<file path="src/rtl/imem_loader_if.sv">
// imem_loader_if: byte-stream handshake plus instruction-memory write port.
//   in_valid/in_data/in_ready : boot byte stream (source -> loader)
//   mem_we/mem_addr/mem_wdata : instruction-memory write port (loader -> memory)
// Modports: master = byte source / memory side, slave = loader side.
interface imem_loader_if;
  logic        in_valid;
  logic [7:0]  in_data;
  logic        in_ready;
  logic        mem_we;
  logic [31:0] mem_addr;
  logic [31:0] mem_wdata;

  modport master (
    output in_valid, in_data,
    input  in_ready, mem_we, mem_addr, mem_wdata
  );

  modport slave (
    input  in_valid, in_data,
    output in_ready, mem_we, mem_addr, mem_wdata
  );
endinterface

</file>
<file path="src/rtl/imem_loader.sv">
// imem_loader: boot-time instruction-memory writer.
// Receives a byte stream (4-byte LE word count N, then N LE words), writes
// each word to consecutive word addresses and holds the core in reset until
// the whole image is in memory.
// Optional feature macro: LOADER_CHECKSUM_EN adds a trailing XOR checksum byte
// over the data bytes; a mismatch ends in the error state.
// Ports:
//   i_clk       system clock, rising edge
//   i_rst       synchronous active-high reset
//   bus         imem_loader_if.slave: in_valid/in_data/in_ready stream,
//               mem_we/mem_addr/mem_wdata write port
//   o_core_rst  core reset, high until load completes
//   o_done      image loaded, sticky until reset
//   o_err       load failed, sticky until reset
module imem_loader #(
  parameter int unsigned ADDR_WIDTH = 10
) (
  input  logic           i_clk,
  input  logic           i_rst,
  imem_loader_if.slave   bus,
  output logic           o_core_rst,
  output logic           o_done,
  output logic           o_err
);

  localparam int unsigned CNT_W    = ADDR_WIDTH + 1;
  localparam logic [32:0] CAPACITY = 33'(1) << ADDR_WIDTH;

  typedef enum logic [2:0] {
    S_HDR,
    S_DATA,
`ifdef LOADER_CHECKSUM_EN
    S_CHK,
`endif
    S_DONE,
    S_ERR
  } state_t;

  state_t             r_state;
  state_t             w_state_nxt;
  state_t             w_fin_state;
  logic [1:0]         r_byte_cnt;
  logic [23:0]        r_shift;
  logic [CNT_W-1:0]   r_word_n;
  logic [CNT_W-1:0]   r_word_cnt;
  logic               r_mem_we;
  logic [31:0]        r_mem_addr;
  logic [31:0]        r_mem_wdata;
  logic               r_done;
  logic               r_err;
  logic               r_core_rst;
`ifdef LOADER_CHECKSUM_EN
  logic [7:0]         r_csum;
`endif

  logic               w_ready;
  logic               w_accept;
  logic [31:0]        w_word;
  logic               w_byte_last;
  logic               w_word_last;
  logic               w_oversize;

  // Incoming byte lands in the top lane so the first byte ends up in [7:0].
  assign w_word      = {bus.in_data, r_shift};
  assign w_accept    = bus.in_valid && w_ready;
  assign w_byte_last = (r_byte_cnt == 2'd3);
  assign w_word_last = ((r_word_cnt + CNT_W'(1)) == r_word_n);
  assign w_oversize  = ({1'b0, w_word} > CAPACITY);

`ifdef LOADER_CHECKSUM_EN
  assign w_fin_state = S_CHK;
`else
  assign w_fin_state = S_DONE;
`endif

  // Ready only in the byte-consuming states, and never while reset is asserted.
  always_comb begin
    w_ready = 1'b0;
    case (r_state)
      S_HDR, S_DATA: w_ready = !i_rst;
`ifdef LOADER_CHECKSUM_EN
      S_CHK:         w_ready = !i_rst;
`endif
      default:       w_ready = 1'b0;
    endcase
  end

  // State register.
  always_ff @(posedge i_clk) begin
    if (i_rst) r_state <= S_HDR;
    else       r_state <= w_state_nxt;
  end

  // Next-state logic.
  always_comb begin
    w_state_nxt = r_state;
    case (r_state)
      S_HDR: begin
        if (w_accept && w_byte_last) begin
          if (w_word == 32'd0)  w_state_nxt = w_fin_state;
          else if (w_oversize)  w_state_nxt = S_ERR;
          else                  w_state_nxt = S_DATA;
        end
      end
      S_DATA: begin
        if (w_accept && w_byte_last && w_word_last) w_state_nxt = w_fin_state;
      end
`ifdef LOADER_CHECKSUM_EN
      S_CHK: begin
        if (w_accept) w_state_nxt = (bus.in_data == r_csum) ? S_DONE : S_ERR;
      end
`endif
      default: w_state_nxt = r_state;
    endcase
  end

  // Datapath and registered outputs; status flags track the next state so
  // done/core_rst change together with the final write strobe.
  always_ff @(posedge i_clk) begin
    if (i_rst) begin
      r_byte_cnt  <= 2'd0;
      r_shift     <= 24'd0;
      r_word_n    <= '0;
      r_word_cnt  <= '0;
      r_mem_we    <= 1'b0;
      r_mem_addr  <= 32'd0;
      r_mem_wdata <= 32'd0;
      r_done      <= 1'b0;
      r_err       <= 1'b0;
      r_core_rst  <= 1'b1;
`ifdef LOADER_CHECKSUM_EN
      r_csum      <= 8'd0;
`endif
    end else begin
      r_mem_we   <= 1'b0;
      r_done     <= (w_state_nxt == S_DONE);
      r_err      <= (w_state_nxt == S_ERR);
      r_core_rst <= (w_state_nxt != S_DONE);

      if (w_accept && (r_state == S_HDR || r_state == S_DATA)) begin
        r_byte_cnt <= r_byte_cnt + 2'd1;
        r_shift    <= w_word[31:8];
      end

      if (w_accept && (r_state == S_HDR) && w_byte_last)
        r_word_n <= CNT_W'(w_word);

      if (w_accept && (r_state == S_DATA)) begin
`ifdef LOADER_CHECKSUM_EN
        r_csum <= r_csum ^ bus.in_data;
`endif
        if (w_byte_last) begin
          r_mem_we    <= 1'b1;
          r_mem_addr  <= 32'({r_word_cnt, 2'b00});
          r_mem_wdata <= w_word;
          r_word_cnt  <= r_word_cnt + CNT_W'(1);
        end
      end
    end
  end

  assign bus.in_ready  = w_ready;
  assign bus.mem_we    = r_mem_we;
  assign bus.mem_addr  = r_mem_addr;
  assign bus.mem_wdata = r_mem_wdata;
  assign o_core_rst    = r_core_rst;
  assign o_done        = r_done;
  assign o_err         = r_err;

endmodule

</file>
<file path="src/flat_wrapper.sv">
// flat-port wrapper written by rule: the top's interface ports become plain ports
module imem_loader_flat 
#(
  parameter int unsigned ADDR_WIDTH = 10
)
  (i_clk, i_rst, o_core_rst, o_done, o_err, bus_in_valid, bus_in_data, bus_in_ready, bus_mem_we, bus_mem_addr, bus_mem_wdata);
  imem_loader_if bus_i ();
  input  logic i_clk;
  input  logic i_rst;
  output logic o_core_rst;
  output logic o_done;
  output logic o_err;
  input wire logic [$bits(bus_i.in_valid)-1:0] bus_in_valid;
  input wire logic [$bits(bus_i.in_data)-1:0] bus_in_data;
  output wire logic [$bits(bus_i.in_ready)-1:0] bus_in_ready;
  output wire logic [$bits(bus_i.mem_we)-1:0] bus_mem_we;
  output wire logic [$bits(bus_i.mem_addr)-1:0] bus_mem_addr;
  output wire logic [$bits(bus_i.mem_wdata)-1:0] bus_mem_wdata;
  assign bus_i.in_valid = bus_in_valid;
  assign bus_i.in_data = bus_in_data;
  assign bus_in_ready = bus_i.in_ready;
  assign bus_mem_we = bus_i.mem_we;
  assign bus_mem_addr = bus_i.mem_addr;
  assign bus_mem_wdata = bus_i.mem_wdata;
  imem_loader #(.ADDR_WIDTH(ADDR_WIDTH)) u_core (.i_clk(i_clk), .i_rst(i_rst), .bus(bus_i), .o_core_rst(o_core_rst), .o_done(o_done), .o_err(o_err));
endmodule
</file>
<file path="config.mk">
export PLATFORM = sky130hd
export DESIGN_NAME = imem_loader_flat
export DESIGN_NICKNAME = d
export VERILOG_FILES = /design/src/rtl/imem_loader_if.sv /design/src/rtl/imem_loader.sv /design/src/flat_wrapper.sv
export SDC_FILE = /design/constraint.sdc
export NUM_CORES = 1
export LEC_CHECK = 0
export CORE_MARGIN = 10
export CORE_UTILIZATION = 45
export CTS_CLUSTER_SIZE = 10
export DETAILED_ROUTE_END_ITERATION = 6
export GPL_TIMING_DRIVEN = 0
export PLACE_DENSITY = 0.71
export RECOVER_POWER = 100
export SETUP_SLACK_MARGIN = 0.1
export SLEW_MARGIN = 20
export SYNTH_ARGS = -nofsm -noshare
export SYNTH_HDL_FRONTEND = slang
export SYNTH_SLANG_ARGS = --single-unit
</file>
<file path="constraint.sdc">
create_clock -name i_clk -period 3.5 [get_ports i_clk]
set_input_delay 0.7 -clock i_clk [delete_from_list [all_inputs] [get_ports i_clk]]
set_output_delay 0.7 -clock i_clk [all_outputs]
set_load 0.02 [all_outputs]
</file>
==> reports/qor.csv, run 1 <==
metric,value,unit
outcome,completed,
drv_slew,0,
fp-row-count,34,
io_pins,80,
cts-resized-gates,0,
track_usage,15.1,%
ir_drop,290,uV
cts_buffer_depth,2,
cts_buffers,9,
clk_pin_slew_worst_paths,0.08,ns
crit_chain,"clkbuf_1, clkbuf_1, nor3_1, dlygate4sd3_1",
layout_common_cells,"nand2_1, dfxtp_1, a21oi_1, dlygate4sd3_1, o21ai_0",
worst_pin_slew,0.696,ns
drt_iter0_drc,179,
worstSetupPathType,in2out,
postCtsHoldBufs,0,
dpl_worst_slack,0.542,ns
power,2.04,mW
ant_nets,0,
start_util,46.5,%
slew_headroom,53.6,%
synth-seq-cells,98,
powerDensity,403,nW/um^2
cellLeakagePower,2.05,nW
synthCells,495,
critPathTopFamily,buffers and inverters,
nets,596,
rsz0062_at_grt,false,
drc,0,
clk_latency,0.36,ns
maxCapViolCount,0,
final_common_cell,nand2_1,
hpwl,7.44,mm
startpoint_type,input port,
cp.arrival,2.15,ns
first_global_vias,3506,
die_h,115,um
r2r_cells,7,
n_antenna_cell,0,
cts_sinks,98,
grt_pass1_wl,16.6,mm
utilization,57.7,%
cpPeakStageDelay,0.67,ns
first_pass_iters,4,
crit_path_end,bus_in_ready,
setup_ws,0.650,ns
end_kind,output port,
r2r_slack,1.14,ns
wl_per_cell,14.0,um
finClkSkew,0.0123,ns
worstSetupPathDepth,4,
cts_tree,done,
vias,3431,
postCtsSetupBuffers,0,
drive_gt1_share,7.65,%
cts_max_level,3,
place.gp.congestion,0.868,
grt_max_degree,16,
yosys_warnings,0,
dieArea,13300,um^2
cts_root_buffer,clkbuf_8,
area_growth,24.1,%
r2r-end,u_core.bus.mem_wdata[7]$_SDFFE_PP0P_,
slowest_stage,dlygate4sd3_1,
overflow,0,
r2r_start,u_core.r_state[2]$_SDFF_PP0_,
antenna_found_initial,0,
period_minus_slack,2.85,ns
die_w,115,um
post-route-period-util,81.4,%
cp-startpoint,i_rst,
fmax,0.351,GHz
yosysUniqueCellTypes,37,
cpMostUsedCell,clkbuf_1,
port_buffers,57,
ys_seq_area_share,48.2,%
finalHoldViolations,0,
core,8760,um^2
required,2.80,ns
synthesis.area,4070,um^2
crit_fanout,10,
setup_violations,0,
finalWirelength,9.74,mm
hold_path.class,reg2reg,
path_buf_inv,3,
fin_tns_setup,0,ns
vias_per_cell,4.93,
syn-mean-instance-area,8.23,um^2
## flip-flops by register name, indices dropped and copies added, names as in the netlist
signal and count:
u_core.bus.mem_wdata 32, u_core.r_shift 24, u_core.bus.mem_addr 11, u_core.r_word_cnt 11
u_core.r_word_n 11, u_core.r_state 3, u_core.r_byte_cnt 2, u_core.bus.mem_we 1
u_core.o_core_rst 1, u_core.o_done 1, u_core.o_err 1
## how the worst min path moves through the flow
| stage | depth (start not counted) | startpoint | endpoint |
|---|---|---|---|
| finish | 2 | u_core.bus.mem_addr[4]$_SDFFE_PP0P_ | u_core.bus.mem_addr[4]$_SDFFE_PP0P_ |
| global route | 2 | u_core.bus.mem_wdata[1]$_SDFFE_PP0P_ | u_core.bus.mem_wdata[1]$_SDFFE_PP0P_ |
| CTS | 2 | u_core.bus.mem_wdata[0]$_SDFFE_PP0P_ | u_core.bus.mem_wdata[0]$_SDFFE_PP0P_ |
| detailed placement | 2 | u_core.bus.mem_wdata[0]$_SDFFE_PP0P_ | u_core.bus.mem_wdata[0]$_SDFFE_PP0P_ |
| global placement | 2 | u_core.bus.mem_addr[4]$_SDFFE_PP0P_ | u_core.bus.mem_addr[4]$_SDFFE_PP0P_ |
| floorplan | 2 | u_core.r_byte_cnt[1]$_SDFFE_PP0P_ | u_core.r_byte_cnt[1]$_SDFFE_PP0P_ |
## layer usage
metal	GRT usage [%]	share of wire (%)
met5	0	0
met3	4.74	6.9
met4	5.20	1.2
met1	17.7	43
met2	25.6	49
## logic make-up (layout without fill, tap and decap cells)
group                      after synthesis  in the layout  share of synthesized area (%)
other                                    1             21                         0.0920
xor gates and xnor gates                23             23                           4.94
AOI/OAI and AO/OA                       88             88                           11.9
buffers and inverters                   58            131                           7.49
muxes                                   11             11                           2.70
DFF                                     98             98                           48.2
and+or+nand+nor                        214            214                           24.1
adders and majority gates                2              2                          0.614
## per-stage QoR
step	area, um^2	hold slack [ns]	std cells
after floorplan	4150	0.453	515
after global placement	4850	0.442	680
after detailed placement	4850	0.448	680
after CTS	5070	0.460	696
after global routing	5060	0.474	696
final	5060	0.452	696
## worst reg2reg max path, delay by kind of cell, from the launching register on
kind	cells	cell delay, ns
simple gates	3	1.00
buf+inv	3	0.78
flops	1	0.38
compound gates	1	0.13
## power breakdown
part / switching (mW) / total, mW / internal [mW]
Combinational: 0.0718 / 0.122 / 0.0498
Sequential: 0.0194 / 1.15 / 1.13
Clock: 0.378 / 0.766 / 0.388
## cell usage after synthesis
library cell	n	area [um^2]
a2111oi_4	1	27.5
o21a_1	4	30.0
nor3b_1	1	7.51
nand4_1	3	18.8
nor4_1	8	50.1
buf_2	7	35.0
nor4b_2	1	15.0
or4_1	1	7.51
nand2_1	121	454
clkbuf_1	26	97.6
nor2b_1	2	12.5
nor2_1	28	105
mux2i_1	11	110
xor2_1	10	87.6
a21oi_1	49	245
conb_1	1	3.75
nand2b_1	25	156
o21bai_1	1	7.51
a22o_1	1	8.76
nor4b_4	1	23.8
nand3_1	7	35.0
a211oi_1	1	7.51
dfxtp_1	98	1960
nor3_1	10	50.1
or3_1	2	12.5
ha_1	2	25.0
xnor2_1	13	114
or2_0	1	6.26
nand3_2	1	10.0
o21ai_0	28	140
or4b_1	1	10.0
and3_1	1	6.26
o211ai_1	1	7.51
inv_1	4	15.0
buf_4	21	158
a31oi_1	1	6.26
o21ai_1	1	5.00
## layout make-up
class                      instances  area (um^2)
fill                             825         3710
multi-input combinational        359         1870
timing repair buffer              57          571
clock inverter                     4         48.8
buffer                            54          289
tap                              108          135
sequential                        98         1960
inverter                           4         15.0
clock buffer                      12          165
Power figures use the tool's default switching activity.
==> inputs of run 2 (changes only) <==
==> constraint.sdc (replaced) <==
create_clock -name i_clk -period 2.7 [get_ports i_clk]
set_input_delay 0.54 -clock i_clk [delete_from_list [all_inputs] [get_ports i_clk]]
set_output_delay 0.54 -clock i_clk [all_outputs]
set_load 0.02 [all_outputs]
==> run 2 against run 1 <==
  * Cell area grew 0.17%
  * Hold slack about the same
  * Total power increased by 30%
  * Critical path type unchanged
  * Critical endpoint unchanged
  * Largest cell class unchanged
==> reports/qor.csv, run 2 (synthesis gave the netlist of run 1 again) <==
metric,value,unit,change
outcome,completed,,unchanged
first_pass_iters,4,,unchanged
layout_common_cells,"nand2_1, dfxtp_1, a21oi_1",,"was nand2_1, dfxtp_1, a21oi_1, dlygate4sd3_1, o21ai_0"
end_kind,output port,,unchanged
ir_drop,376,uV,was 290 uV
cts_max_level,3,,unchanged
cellLeakagePower,2.05,nW,about the same
drv_slew,0,,unchanged
cts_buffers,9,,unchanged
worstSetupPathType,in2out,,unchanged
start_util,46.5,%,unchanged
n_antenna_cell,0,,unchanged
rsz0062_at_grt,false,,unchanged
dr_wl_met2,4.73,mm,was 4.74 mm
wl_met3,661,um,was 672 um
finalHoldViolations,0,,unchanged
nets,597,,was 596
slew_headroom,53.7,%,was 53.6%
ant_nets,0,,unchanged
final_common_cell,nand2_1,,unchanged
worst_pin_slew,0.695,ns,was 0.696 ns
required,2.16,ns,was 2.80 ns
clk_pin_slew_worst_paths,0.08,ns,about the same
wl_per_cell,14.0,um,about the same
r2r-end,u_core.o_core_rst$_SDFF_PP1_,,was u_core.bus.mem_wdata[7]$_SDFFE_PP0P_
io_pins,80,,unchanged
antenna_found_initial,0,,unchanged
wl_met1,4.24,mm,was 4.21 mm
cpPeakStageDelay,0.56,ns,was 0.67 ns
crit_path_end,bus_in_ready,,unchanged
cpMostUsedCell,clkbuf_1,,unchanged
core,8760,um^2,unchanged
setup_ws,0.271,ns,was 0.650 ns
slowest_stage,clkdlybuf4s50_1,,was dlygate4sd3_1
cp-startpoint,i_rst,,unchanged
top_layer,met4,,unchanged
grt_max_degree,16,,unchanged
dpl_worst_slack,-0.0980,ns,was 0.542 ns
r2r_start,u_core.r_word_cnt[0]$_SDFFE_PP0P_,,was u_core.r_state[2]$_SDFF_PP0_
area_growth,24.3,%,was 24.1%
holdCritStartpoint,u_core.bus.mem_addr[4]$_SDFFE_PP0P_,,unchanged
crit_fanout,10,,unchanged
post-route-period-util,90.0,%,
drive_gt1_share,7.81,%,was 7.65%
fmax,0.412,GHz,
cts_tree,done,,unchanged
cts_sinks,98,,unchanged
die_h,115,um,unchanged
port_buffers,57,,unchanged
r2r_slack,0.46,ns,was 1.14 ns
vias_per_cell,4.95,,was 4.93
place.gp.congestion,0.868,,unchanged
cts_buffer_depth,2,,unchanged
grt_pass1_wl,16.6,mm,unchanged
first_global_vias,3506,,unchanged
cts_root_buffer,clkbuf_8,,unchanged
track_usage,15.1,%,unchanged
hold_path.class,reg2reg,,unchanged
crit_chain,"clkbuf_1, clkbuf_1, nor3_1, clkdlybuf4s50_1",,"was clkbuf_1, clkbuf_1, nor3_1, dlygate4sd3_1"
fin_tns_setup,0,ns,unchanged
post_layout_nonfiller_instances,697,,was 696
hpwl,7.44,mm,unchanged
maxCapViolCount,0,,unchanged
placed_cells,680,,unchanged
r2r_cells,7,,unchanged
overflow,0,,unchanged
cp.arrival,1.89,ns,was 2.15 ns
finalWirelength,9.75,mm,was 9.74 mm
fp-row-count,34,,unchanged
largest_reg_flops,32,,unchanged
postCtsHoldBufs,0,,unchanged
clk_latency,0.36,ns,about the same
setup_violations,0,,unchanged
startpoint_type,input port,,unchanged
powerDensity,521,nW/um^2,was 403 nW/um^2
period_minus_slack,2.43,ns,
vias,3450,,was 3431
die_w,115,um,unchanged
drt_iter0_drc,148,,was 179
drc,0,,unchanged
dieArea,13300,um^2,unchanged
finClkSkew,0.0116,ns,was 0.0123 ns
run 2: cell count changes in the layout (fill, tap and decap cells not counted), sizes merged:
cell	before	now
dlygate4sd3	49	48
clkdlybuf4s50	8	9
buf	27	26
clkbuf	39	41
run 2: repair_timing:
action | in CTS | in global routing
buffers inserted | 0 | 1
gates resized for setup | 0 | 0
endpoints found under the setup margin | 0 | 19
run 2: worst max-delay path: cells and delay by family:
kind	cells	cell delay [ns]
and+or+nand+nor	1	0.08
buffers and inverters	3	1.27
run 2: where the power goes:
group          switching, mW  total, mW  internal [mW]
clock                  0.487      0.990          0.503
sequential            0.0250       1.49           1.47
combinational         0.0937      0.159         0.0651
run 2: layer usage:
metal  vias up  global-route usage [%]
met2        65                    25.6
met5         -                       0
met3         9                    4.74
li1       1764                       -
met4         0                    5.20
met1      1612                    17.7
run 2: layout make-up:
type / instances / area [um^2]
flip-flops and latches: 98 / 1960
well taps: 108 / 135
inverters: 4 / 15.0
clock inverters: 4 / 48.8
fillers: 825 / 3700
plain buffers: 54 / 289
repair buffers: 58 / 574
multi-input cells: 359 / 1880
clock buffers: 12 / 165
run 2: through the flow:
| step | utilization [%] | hold slack (ns) | instance area, um^2 | total power [mW] |
|---|---|---|---|---|
| floorplan | - | 0.453 | 4150 | 1.63 |
| global placement | 55.4 | 0.442 | 4850 | 1.68 |
| detailed placement | 55.4 | 0.448 | 4850 | 1.68 |
| CTS | 57.8 | 0.460 | 5070 | 2.66 |
| global route | 57.8 | 0.474 | 5060 | 2.73 |
| finish | 57.8 | 0.452 | 5060 | 2.64 |
run 2: worst min-delay path by stage:
stage | endpoint | slack (ns) | depth (start not counted)
2_1_floorplan | u_core.r_byte_cnt[1]$_SDFFE_PP0P_ | 0.45 | 2
3_3_place_gp | u_core.bus.mem_addr[4]$_SDFFE_PP0P_ | 0.44 | 2
3_5_place_dp | u_core.bus.mem_wdata[0]$_SDFFE_PP0P_ | 0.45 | 2
4_1_cts | u_core.bus.mem_wdata[0]$_SDFFE_PP0P_ | 0.46 | 2
5_1_grt | u_core.bus.mem_wdata[1]$_SDFFE_PP0P_ | 0.47 | 2
6_report | u_core.bus.mem_addr[4]$_SDFFE_PP0P_ | 0.45 | 2
==> inputs of run 3 (changes only) <==
--- a/config.mk
+++ b/config.mk
@@ -5,6 +5,7 @@
 export SDC_FILE = /design/constraint.sdc
 export NUM_CORES = 1
 export LEC_CHECK = 0
+export ABC_AREA = 1
 export CORE_MARGIN = 10
 export CORE_UTILIZATION = 45
 export CTS_CLUSTER_SIZE = 10
==> run 3 against run 2 <==
  * Routed wire length increased by 9.7%
  * Sequential share of layout area increased by 0.26 points
  * Flip-flop and latch count unchanged
  * Clock power increased by 0.8%
==> reports/qor.csv, run 3 <==
metric,value,unit,change
whs_path_depth,2,,unchanged
cpMostUsedCell,nor2_1,,was clkbuf_1
cts_buffers,9,,unchanged
yosysMostFrequentCell,dfxtp_1,,was nand2_1
antenna_found_initial,0,,unchanged
fp-row-count,34,,unchanged
hold_path.class,reg2reg,,unchanged
die_h,115,um,about the same
post-route-period-util,89.6,%,was 90.0%
ir_drop,290,uV,was 376 uV
final_common_cell,dfxtp_1,,was nand2_1
ys_async_sr_fraction,0,%,unchanged
r2r-end,u_core.o_done$_SDFF_PP0_,,was u_core.o_core_rst$_SDFF_PP1_
vias_per_cell,5.21,,was 4.95
cts_root_buffer,clkbuf_8,,unchanged
setup_violations,0,,unchanged
holdCritStartpoint,u_core.r_state[2]$_SDFF_PP0_,,was u_core.bus.mem_addr[4]$_SDFFE_PP0P_
cts-resized-gates,0,,unchanged
powerDensity,527,nW/um^2,was 521 nW/um^2
grt_pass1_wl,18.1,mm,was 16.6 mm
synth-seq-cells,98,,unchanged
slew_headroom,59.1,%,was 53.7%
placed_cells,716,,was 680
fin_tns_setup,0,ns,unchanged
yosys.area.top_type,dfxtp_1,,unchanged
crit_chain,"clkbuf_1, nor2_1, inv_1, nor2_1, dlygate4sd3_1",,"was clkbuf_1, clkbuf_1, nor3_1, clkdlybuf4s50_1"
r2r_start,u_core.r_word_cnt[0]$_SDFFE_PP0P_,,unchanged
path_buf_inv,3,,unchanged
cellLeakagePower,2.18,nW,was 2.05 nW
io_pins,80,,unchanged
area_growth,23.4,%,was 24.3%
rsz0062_at_grt,false,,unchanged
cp.arrival,1.88,ns,was 1.89 ns
worst_pin_slew,0.614,ns,was 0.695 ns
layout_common_cells,"dfxtp_1, o21ai_0, nor2_1, a21oi_1, dlygate4sd3_1",,"was nand2_1, dfxtp_1, a21oi_1"
cts_buffer_depth,2,,unchanged
finalWirelength,10.7,mm,was 9.75 mm
outcome,completed,,unchanged
ant_nets,0,,unchanged
first_global_vias,3698,,was 3506
synthCells,531,,was 495
first_pass_iters,4,,unchanged
hold_path_end,u_core.r_state[2]$_SDFF_PP0_,,was u_core.bus.mem_addr[4]$_SDFFE_PP0P_
yosys_warnings,0,,unchanged
drt_iter0_drc,207,,was 148
place.gp.congestion,0.835,,was 0.868
synth_area_leaders,"dfxtp_1, o21ai_0, a21oi_1",,"was dfxtp_1, nand2_1, a21oi_1"
cts_max_level,3,,unchanged
clk_pin_slew_worst_paths,0.09,ns,was 0.08 ns
synth_edf_count,0,,unchanged
postCtsHoldBufs,0,,unchanged
cts_tree,done,,unchanged
end_kind,output port,,unchanged
die_w,115,um,about the same
dominantRegCellSynth,dfxtp_1,,unchanged
track_usage,16.5,%,was 15.1%
cts_sinks,98,,unchanged
hpwl,7.98,mm,was 7.44 mm
clk_latency,0.37,ns,was 0.36 ns
drc,0,,unchanged
finClkSkew,0.00784,ns,was 0.0116 ns
core,8760,um^2,unchanged
hold_slack,0.472,ns,was 0.452 ns
largest_reg_flops,32,,unchanged
yosys.area.top_type_share,48.1,%,was 48.2%
dieArea,13300,um^2,about the same
nets,632,,was 597
required,2.16,ns,about the same
crit_fanout,8,,was 10
yosysUniqueCellTypes,29,,was 37
synthesis.area,4080,um^2,was 4070 um^2
postCtsSetupBuffers,0,,unchanged
dpl_worst_slack,0.368,ns,was -0.0980 ns
n_antenna_cell,0,,unchanged
period_minus_slack,2.42,ns,was 2.43 ns
maxCapViolCount,0,,unchanged
start_util,46.5,%,about the same
ys_seq_area_share,48.1,%,was 48.2%
drv_slew,0,,unchanged
port_buffers,57,,unchanged
worstSetupPathType,in2out,,unchanged
cpPeakStageDelay,0.71,ns,was 0.56 ns
synth_commonest_cells,"dfxtp_1, o21ai_0, a21oi_1",,"was nand2_1, dfxtp_1, a21oi_1"
slowest_stage,dlygate4sd3_1,,was clkdlybuf4s50_1
drive_gt1_share,8.65,%,was 7.81%
startpoint_type,input port,,unchanged
r2r_cells,14,,was 7
r2r_slack,0.58,ns,was 0.46 ns
wl_per_cell,14.6,um,was 14.0 um
finalHoldViolations,0,,unchanged
cp-startpoint,i_rst,,unchanged
syn-mean-instance-area,7.68,um^2,was 8.23 um^2
setup_ws,0.281,ns,was 0.271 ns
fmax,0.413,GHz,was 0.412 GHz
post_layout_nonfiller_instances,732,,was 697
overflow,0,,unchanged
power,2.65,mW,was 2.64 mW
critPathTopFamily,buffers and inverters,,unchanged
vias,3814,,was 3450
grt_max_degree,18,,was 16
run 3: changes by cell type after synthesis, moves of 8 or more:
| cell | before | now |
|---|---|---|
| xnor2_1 | 13 | 1 |
| nand2_1 | 121 | 47 |
| nor4_1 | 8 | 0 |
| inv_1 | 4 | 48 |
| nor3_1 | 10 | 0 |
| mux2i_1 | 11 | 0 |
| nand2b_1 | 25 | 0 |
| clkbuf_1 | 26 | 16 |
| nand3_1 | 7 | 43 |
| nor2_1 | 28 | 56 |
| xor2_1 | 10 | 2 |
| a21oi_1 | 49 | 57 |
| o21ai_0 | 28 | 92 |
run 3: layer usage:
| layer | vias to the layer above | routed length, um | global-route usage [%] |
|---|---|---|---|
| li1 | 1897 | - | - |
| met4 | 0 | 233 | 6.52 |
| met5 | - | 0 | 0 |
| met3 | 19 | 945 | 5.89 |
| met2 | 118 | 4910 | 25.9 |
| met1 | 1780 | 4610 | 20.3 |
run 3: report_power, final:
part | switching [mW] | internal, mW
logic | 0.114 | 0.0629
registers | 0.00969 | 1.47
clock network | 0.535 | 0.462
run 3: through the flow:
stage | instance area (um^2) | util [%]
3_5_place_dp | 4860 | 55.4
5_1_grt | 5030 | 57.4
2_1_floorplan | 4150 | -
4_1_cts | 5060 | 57.8
3_3_place_gp | 4860 | 55.4
6_report | 5030 | 57.4
run 3: kinds of logic (layout without fill, tap and decap cells):
logic type / count (synthesis) / in the layout / synth area share [%]
AOI/OAI and AO/OA: 157 / 157 / 19.5
xor gates and xnor gates: 3 / 3 / 0.644
adders and majority gates: 2 / 2 / 0.614
buffers and inverters: 101 / 174 / 11.7
DFF: 98 / 98 / 48.1
other: 1 / 21 / 0.0920
and+or+nand+nor: 169 / 169 / 19.3
run 3: worst max-delay path by stage:
stage | to | slack [ns] | cells past startpoint
2_1_floorplan | u_core.bus.mem_addr[4]$_SDFFE_PP0P_ | 0.94 | 11
3_3_place_gp | u_core.bus.mem_addr[3]$_SDFFE_PP0P_ | 0.40 | 10
3_5_place_dp | u_core.bus.mem_wdata[25]$_SDFFE_PP0P_ | 0.37 | 10
4_1_cts | bus_in_ready | 0.35 | 4
5_1_grt | u_core.r_word_cnt[7]$_SDFFE_PP0P_ | 0.15 | 9
6_report | bus_in_ready | 0.28 | 5
run 3: final cells by class:
| class | instances | area [um^2] |
|---|---|---|
| multi-input combinational | 352 | 1690 |
| timing repair buffer | 57 | 571 |
| clock buffer | 10 | 138 |
| tap | 108 | 135 |
| inverter | 52 | 196 |
| clock inverter | 6 | 68.8 |
| buffer | 49 | 270 |
| fill | 863 | 3730 |
| sequential | 98 | 1960 |
run 3: worst min-delay path, stage by stage, from the launching register on:
cell,delay [ns]
dfxtp_1,0.33
inv_1,0.07
nor2_1,0.04
